File: src/rtl/mem_dma_engine.sv
// Word-copy DMA initiator sharing the data-memory port through a bus_req/bus_gnt arbiter.
// Optional block-fill mode is compiled in when DMA_FILL_EN is defined.
module mem_dma_engine #(
  parameter int LEN_WIDTH = 9
) (
  input  logic                 clk,
  input  logic                 rst,
  input  logic                 start,
  input  logic [31:0]          src_addr,
  input  logic [31:0]          dst_addr,
  input  logic [LEN_WIDTH-1:0] len,
  output logic                 bus_req,
  input  logic                 bus_gnt,
  output logic                 MemRd,
  output logic                 MemWr,
  output logic [31:0]          Addr,
  output logic [31:0]          WrData,
  input  logic [31:0]          RdData,
  output logic                 busy,
  output logic                 done
`ifdef DMA_FILL_EN
  ,
  input  logic                 fill_mode,
  input  logic [31:0]          fill_value
`endif
);

  typedef enum logic [2:0] {
    IDLE  = 3'd0,
    REQ   = 3'd1,
    READ  = 3'd2,
    WRITE = 3'd3,
    DONE  = 3'd4
  } state_t;

  state_t                 state, state_nxt;
  logic [31:0]            cur_src;
  logic [31:0]            cur_dst;
  logic [LEN_WIDTH-1:0]   remaining;
  logic [31:0]            buffer;
  logic                   fill_q;
  logic [31:0]            fill_val_q;

`ifdef DMA_FILL_EN
  always_ff @(posedge clk) begin
    if (rst) begin
      fill_q     <= 1'b0;
      fill_val_q <= '0;
    end else if (state == IDLE && start) begin
      fill_q     <= fill_mode;
      fill_val_q <= fill_value;
    end
  end
`else
  assign fill_q     = 1'b0;
  assign fill_val_q = '0;
`endif

  always_ff @(posedge clk) begin
    if (rst) begin
      state     <= IDLE;
      cur_src   <= '0;
      cur_dst   <= '0;
      remaining <= '0;
      buffer    <= '0;
    end else begin
      state <= state_nxt;
      case (state)
        IDLE: begin
          if (start) begin
            cur_src   <= {src_addr[31:2], 2'b00};
            cur_dst   <= {dst_addr[31:2], 2'b00};
            remaining <= len;
          end
        end
        READ: begin
          buffer  <= RdData;
          cur_src <= cur_src + 32'd4;
        end
        WRITE: begin
          cur_dst   <= cur_dst + 32'd4;
          remaining <= remaining - LEN_WIDTH'(1);
        end
        default: ;
      endcase
    end
  end

  // Grant is re-sampled at every word boundary; a word already read is always written.
  always_comb begin
    state_nxt = state;
    bus_req   = 1'b0;
    MemRd     = 1'b0;
    MemWr     = 1'b0;
    Addr      = '0;
    WrData    = '0;
    busy      = 1'b0;
    done      = 1'b0;
    case (state)
      IDLE: begin
        if (start) state_nxt = (len == '0) ? DONE : REQ;
      end
      REQ: begin
        bus_req = 1'b1;
        busy    = 1'b1;
        if (bus_gnt) state_nxt = fill_q ? WRITE : READ;
      end
      READ: begin
        bus_req   = 1'b1;
        busy      = 1'b1;
        MemRd     = 1'b1;
        Addr      = cur_src;
        state_nxt = WRITE;
      end
      WRITE: begin
        bus_req = 1'b1;
        busy    = 1'b1;
        MemWr   = 1'b1;
        Addr    = cur_dst;
        WrData  = fill_q ? fill_val_q : buffer;
        if (remaining == LEN_WIDTH'(1)) state_nxt = DONE;
        else if (bus_gnt)               state_nxt = fill_q ? WRITE : READ;
        else                            state_nxt = REQ;
      end
      DONE: begin
        busy      = 1'b1;
        done      = 1'b1;
        state_nxt = IDLE;
      end
      default: state_nxt = IDLE;
    endcase
  end

endmodule

File: config.mk
export PLATFORM = sky130hd
export DESIGN_NAME = mem_dma_engine
export DESIGN_NICKNAME = d
export VERILOG_FILES = /design/src/rtl/mem_dma_engine.sv
export SDC_FILE = /design/constraint.sdc
export NUM_CORES = 1
export LEC_CHECK = 0
export ABC_AREA = 0
export CELL_PAD_IN_SITES_DETAIL_PLACEMENT = 0
export CELL_PAD_IN_SITES_GLOBAL_PLACEMENT = 1
export CORE_AREA = 10 10 124 183
export CTS_CLUSTER_SIZE = 40
export DETAILED_ROUTE_END_ITERATION = 7
export DIE_AREA = 0 0 134 193
export GPL_ROUTABILITY_DRIVEN = 0
export GPL_TIMING_DRIVEN = 0
export PLACE_DENSITY_LB_ADDON = 0.25
export SETUP_SLACK_MARGIN = 0.2
export SYNTH_ARGS = -nofsm -noshare
export SYNTH_HDL_FRONTEND = slang
export SYNTH_SLANG_ARGS = --single-unit
File: constraint.sdc
create_clock -name clk -period 2 [get_ports clk]
set_clock_uncertainty 0.2 [all_clocks]
set_input_delay 0.3 -clock clk [delete_from_list [all_inputs] [get_ports clk]]
set_output_delay 0.3 -clock clk [all_outputs]
set_load 0.01 [all_outputs]
==> results by group, run 1 <==
GRT
  – Met1 Usage GRT: 0.2525
  – Met3 track utilization from global routing: 0.04616
  – GRT busiest layer: met2
  – Number of global-route vias before repair: 7509
  – Initial antenna violation count: 0
  – All-Layer GR Usage: 0.2269
  – GRT overflow: 0
  – First-pass GRT wire length: 44970 um
  – Largest net degree at the start of global routing: 20
  – Met2 Resource Use GR: 0.3983

Status
  – Status: finished with violations
  – Violated checks: negative setup slack

Critical path
  – CP max stage delay: 0.38 ns
  – Setup crit start kind: flop
  – Nature of the critical path endpoint: output port
  – Setup CP Type: flop to output port
  – Slowest CP cell: or3b_4
  – CP cell instances: buf_6, or3b_4, buf_8, clkbuf_16, clkbuf_16, o22ai_4, buf_6
  – CP max FO: 6
  – CP arrival: 1.97 ns
  – CP Data Required Time: 1.50 ns
  – CP bufs+invs: 5
  – Crit-path leading delay family: buffers and inverters

Detailed routing
  – Antenna-violating nets left: 0
  – Detailed Route Iter0 Violations: 650
  – DRC viols: 0
  – Vias: 7590
  – Aggregate routed wire length: 31180 um
  – WL/cell: 23.20 um
  – Via density: 5.647
  – First drt pass iteration count: 8

Clocking
  – Worst skew pair latency: 0.37 ns
  – Clock sink total: 104
  – CTS H-tree depth: 3
  – Root Driver: clkbuf_16
  – Clk slew on worst S/H paths: 0.08 ns
  – Max Buffers Root-to-Sink: 2
  – TritonCTS clock tree: built
  – CTS hold repair buffers: 0
  – Total CTS buffers: 9

STA
  – Hold WS: 0.2569 ns
  – Worst-margin pin slew: 0.8289 ns
  – Max-slew violations: 0
  – Final setup viols: 139
  – Final hold viol count: 0
  – Post-route worst setup slack: -0.4739 ns
  – Slew headroom: 0.4474
  – F_max: 404.2 MHz
  – Crit share post-route: 1.237
  – RSZ-0062 raised after global routing: true
  – Min cycle time layout: 2.474 ns

Logic synthesis
  – Post-synth ARST share: 0
  – Netlist cell types: 73
  – Mapped cell area: 5916 um2
  – Sequential-to-total area share from yosys stat: 0.3519
  – YS warnings: 0
  – Syn_area_per_cell: 7.643 um2
  – Synth Instances: 774
  – Prevailing post-synth register cell: dfxtp_1
  – Synth Register Bits: 104
  – Number of synthesized flops with an enable pin: 0

Final layout
  – Post-route cell area: 11430 um2
  – Non-filler cells, final: 1344
  – ANT cells: 0
  – Share of layout cells above drive strength 1: 0.4520
  – Area grow syn2layout: 93.17%
  – Net count, final: 1192

Run
  – Max-cap viol count: 0

Pwr
  – Static Leakage: 4.454 nW
  – Peak supply drop: 0.3598 mV
  – P per Cell Area: 542.3 nW/um2

Floorplan
  – Chip Height: 193 um
  – IO Count: 178
  – Initial Util: 0.3038
  – Die X: 134 um
  – Die area: 25860 um2
  – Core region area: 19470 um2
  – Row cnt: 63

Worst hold path
  – Worst Hold Class: flop to flop

Placed design
  – PortBufs: 171
  – Post-Place Cells: 1206
  – Area after DPL: 8324 um2
  – Setup WS pre-CTS: -1.093 ns
  – Detailed Place HPWL: 20440 um
## cell type report
cell class / count / area, um2
Tap cell: 260 / 325.3
Clock buffer: 9 / 225.2
Buffer: 62 / 857.1
Multi-Input combinational cell: 596 / 4651
Timing Repair Buffer: 293 / 3065
Clock inverter: 7 / 85.08
Sequential cell: 104 / 2157
Inverter: 13 / 61.31
Fill cell: 1718 / 8043
## repair_timing
item	in CTS	in global routing
gates resized for setup	573	162
cloned	11	4
buffers inserted	78	30
endpoints found under the hold margin	0	0
pin swaps	74	89
endpoints found under the setup margin	171	171
## registers in the layout (all words and copies together), names as in the netlist
register / cells
remaining: 9
state: 3
buffer: 32
cur_dst: 30
cur_src: 30
## synth_stat cells, drive strengths merged, types with 12 or more instances
| library cell | n | area, um2 |
|---|---|---|
| and2 | 37 | 231.5 |
| nand3 | 21 | 105.1 |
| nand4 | 27 | 175.2 |
| nor2 | 54 | 205.2 |
| clkbuf | 40 | 150.1 |
| a22oi | 12 | 90.09 |
| buf | 22 | 110.1 |
| nor4 | 22 | 158.9 |
| dfxtp | 104 | 2082 |
| inv | 12 | 45.04 |
| o21ai | 23 | 115.1 |
| a21oi | 71 | 355.3 |
| nand2 | 122 | 460.5 |
| a22o | 28 | 245.2 |
| nor3 | 29 | 155.2 |
## worst register-to-register path: stages (launching register included)
cell      delay, ns
dfxtp_2        0.32
buf_6          0.11
or3b_4         0.38
buf_8          0.15
clkinv_8       0.05
buf_12         0.10
buf_8          0.11
nand2_8        0.05
or4_4          0.42
a221oi_2       0.23
## layout by cell type (no fill, tap or decap), types with 17 or more instances in the layout
master,synthesis,routed
nor2_1,53,35
buf_8,0,17
nand4_1,26,26
a22o_1,28,28
buf_4,3,72
nor3_1,27,21
and2_4,0,32
nand2_1,121,99
clkbuf_16,0,29
buf_6,0,82
buf_2,13,18
dfxtp_1,104,74
a21oi_2,0,20
clkdlybuf4s50_1,0,103
a21oi_1,71,47
## kinds of logic after synthesis
logic type,count (synthesis),share of synthesized area
AND/OR/NAND/NOR,356,0.3086
AO/OA/AOI/OAI,214,0.2458
flip-flops,104,0.3519
buffers and inverters,75,0.05245
XOR/XNOR,10,0.01481
multiplexers,10,0.01734
adder cells (fa/ha/maj),4,0.008461
other,1,0.0006339
## power breakdown
| group | internal [mW] | switching, mW | total, mW |
|---|---|---|---|
| registers | 2.22 | 0.210 | 2.43 |
| logic | 0.978 | 0.831 | 1.81 |
| clock network | 1.00 | 0.956 | 1.96 |
| total | 4.20 | 2.00 | 6.20 |
## metrics by stage
| step | utilization | TNS [ns] | power [mW] |
|---|---|---|---|
| detailed placement | 0.4275 | -118.05 | 3.543 |
| CTS | 0.5382 | -25.45 | 5.973 |
| global placement | 0.4271 | -130.69 | 3.534 |
| floorplan | - | 0 | 2.999 |
| global route | 0.5869 | -39.85 | 6.409 |
| finish | 0.5869 | -33.09 | 6.197 |
## final timing paths
check	start	end	slack, ns	cells past startpoint
worst min register to register	buffer[26]	buffer[26]	0.26	2
worst min-delay path	buffer[26]	buffer[26]	0.26	2
worst max-delay path	state[0]	Addr[12]	-0.47	7
worst max register to register	state[0]	cur_src[10]	-0.21	9
## metal layers
layer,vias up,wire [um]
li1,3495,-
met1,3647,11680
met2,365,15840
met3,83,2032
met4,0,1631
met5,-,0
Power figures use the tool's default switching activity.
==> run 2, diff against run 1 <==
GPL_ROUTABILITY_DRIVEN = unset   (was 0)
==> results of run 2 <==
No change in the layout: final DEF, timing and power equal those of run 1.
==> run 3, diff against run 2 <==
SETUP_SLACK_MARGIN = unset   (was 0.2)
==> run 3 against run 2 <==
- the flow still finishes with violations (negative setup slack)
- via count decreased by 2.4%
- highest routed layer unchanged
- die area unchanged
- global-route usage decreased by 1.1 points
- largest power group unchanged
- power decreased by 9.7%
- fmax increased by 2.5%
- worst hold slack about the same
- first-iteration DRC count decreased by 21%
- largest cell class unchanged
- sequential share of layout area increased by 2.2 points
- critical path type unchanged
==> results by group, run 3 (synthesis results as in run 1) <==
Critical path
  – CP startpoint: state[1] (was state[0])
  – Worst r2r src: cur_src[14] (was state[0])
  – Slowest CP cell: or3b_4 (unchanged)
  – CP cell instances: or3b_4, clkinv_4, buf_12, buf_8, a22o_1, buf_2 (was buf_6, or3b_4, buf_8, clkbuf_16, clkbuf_16, o22ai_4, buf_6)
  – CP arrival: 1.91 ns (was 1.97 ns)
  – CP bufs+invs: 4 (was 5)
  – Worst R2R Setup Slack: -0.15 ns (was -0.21 ns)
  – CP max FO: 8 (was 6)
  – CP Data Required Time: 1.50 ns (about the same)
  – CP max stage delay: 0.47 ns (was 0.38 ns)
  – Nature of the critical path endpoint: output port (unchanged)
  – Setup crit start kind: flop (unchanged)
  – Setup CP Type: flop to output port (unchanged)
  – Crit-path leading delay family: buffers and inverters (unchanged)

Final layout
  – Top reg by flops: buffer (unchanged)
  – Post-route cell area: 10300 um2 (was 11430 um2)
  – Most common cell after layout, fill and taps aside: nand2_1 (was clkdlybuf4s50_1)
  – Share of layout cells above drive strength 1: 0.3723 (was 0.4520)
  – Max reg flops: 32 (unchanged)
  – Regs by FF count: buffer (32), cur_dst (30), cur_src (30) (unchanged)
  – Area grow syn2layout: 74.09% (was 93.17%)
  – ANT cells: 0 (unchanged)
  – Most frequent cells in the layout: nand2_1 (110), clkdlybuf4s50_1 (103), buf_4 (80), dfxtp_1 (70) (was clkdlybuf4s50_1 (103), nand2_1 (99), buf_6 (82), dfxtp_1 (74), buf_4 (72))
  – Net count, final: 1169 (was 1192)

STA
  – Setup TNS: -18.76 ns (was -33.09 ns)
  – Slew headroom: 0.5256 (was 0.4474)
  – F_max: 414.5 MHz (was 404.2 MHz)
  – Final hold viol count: 0 (unchanged)
  – Post-route worst setup slack: -0.4126 ns (was -0.4739 ns)
  – Max-slew violations: 0 (unchanged)
  – Crit share post-route: 1.206 (was 1.237)
  – Min cycle time layout: 2.413 ns (was 2.474 ns)
  – Worst-margin pin slew: 0.7117 ns (was 0.8289 ns)
  – Final setup viols: 73 (was 139)
  – RSZ-0062 raised after global routing: true (unchanged)

Clocking
  – Total CTS buffers: 9 (unchanged)
  – Root Driver: clkbuf_16 (unchanged)
  – TritonCTS clock tree: built (unchanged)
  – CTS H-tree depth: 3 (unchanged)
  – CTS hold repair buffers: 0 (unchanged)
  – Clk slew on worst S/H paths: 0.08 ns (about the same)
  – Max Buffers Root-to-Sink: 2 (unchanged)
  – Worst skew pair latency: 0.37 ns (about the same)
  – Clock sink total: 104 (unchanged)

Pwr
  – P per Cell Area: 543.1 nW/um2 (was 542.3 nW/um2)
  – Static Leakage: 4.117 nW (was 4.454 nW)
  – Peak supply drop: 0.3021 mV (was 0.3598 mV)
  – Total design power: 5.593 mW (was 6.197 mW)

GRT
  – First-pass GRT wire length: 42980 um (was 44970 um)
  – Initial antenna violation count: 0 (unchanged)
  – All-Layer GR Usage: 0.2157 (was 0.2269)
  – Largest net degree at the start of global routing: 19 (was 20)
  – GRT overflow: 0 (unchanged)
  – Number of global-route vias before repair: 7411 (was 7509)

Floorplan
  – Die X: 134 um (unchanged)
  – Core region area: 19470 um2 (unchanged)
  – Initial Util: 0.3038 (unchanged)
  – Row cnt: 63 (unchanged)
  – Die area: 25860 um2 (unchanged)
  – IO Count: 178 (unchanged)
  – Chip Height: 193 um (unchanged)

Status
  – Violated checks: negative setup slack (unchanged)
  – Status: finished with violations (unchanged)

Detailed routing
  – Aggregate routed wire length: 29510 um (was 31180 um)
  – Detailed Route Iter0 Violations: 513 (was 650)
  – Metal1 wirelength: 11140 um (was 11680 um)
  – WL/cell: 22.34 um (was 23.20 um)
  – Via density: 5.606 (was 5.647)
  – First drt pass iteration count: 6 (was 8)
  – Top Metal Used: met4 (unchanged)
  – DRC viols: 0 (unchanged)
  – Met2 WL: 14630 um (was 15840 um)
  – Vias: 7405 (was 7590)
  – Routed wl met3: 2183 um (was 2032 um)
  – Antenna-violating nets left: 0 (unchanged)

Worst hold path
  – Worst Hold Launch: buffer[8] (was buffer[26])
  – Worst Hold Class: flop to flop (unchanged)

Placed design
  – Routability cong.: 0.9259 (was 0.9027)
  – Area after DPL: 8029 um2 (was 8324 um2)
  – PortBufs: 171 (unchanged)
  – Detailed Place HPWL: 20660 um (was 20440 um)

Run
  – Max-cap viol count: 0 (unchanged)
==> run 3: worst paths after layout <==
kind | endpoint | cells past startpoint
max | Addr[5] | 6
min | buffer[8] | 2
max reg2reg | cur_src[29] | 5
min reg2reg | buffer[8] | 2
==> run 3: power by group <==
| group | switching, mW | total, mW | internal, mW |
|---|---|---|---|
| Sequential | 0.215 | 2.44 | 2.22 |
| Combinational | 0.665 | 1.38 | 0.716 |
| Clock | 0.914 | 1.77 | 0.861 |
==> run 3: tightest hold or removal path, cell delays in order, from the launching register on <==
cell     delay, ns
dfxtp_1       0.31
nand2_1       0.05
a21oi_1       0.05
==> run 3: final cells by class <==
cell class / count / area [um2]
Sequential cell: 104 / 2170
Multi-Input combinational cell: 596 / 4187
Fill cell: 1890 / 9171
Clock buffer: 9 / 225.2
Inverter: 13 / 53.80
Buffer: 54 / 581.8
Timing Repair Buffer: 278 / 2699
Tap cell: 260 / 325.3
Clock inverter: 7 / 57.56
==> run 3: through the flow <==
step	std cells	utilization	hold WS [ns]	setup slack, ns
detailed placement	1206	0.4124	0.2441	-1.293
finish	1321	0.5290	0.2570	-0.4126
floorplan	775	-	0.2317	-0.04145
global route	1321	0.5290	0.2760	-0.4232
CTS	1282	0.4916	0.2559	-0.4488
global placement	1206	0.4119	0.2380	-1.624
==> run 3: layer usage <==
metal / GRT usage / up-vias
li1: - / 3427
met1: 0.2355 / 3561
met2: 0.3796 / 332
met3: 0.05679 / 85
met4: 0.1066 / 0
met5: 0 / -
==> run 3: timing repair <==
item,in CTS,in global routing
pin swaps,58,61
setup buffers,60,45
resized for setup,531,131
endpoints found under the setup margin,171,165
gates cloned,5,1
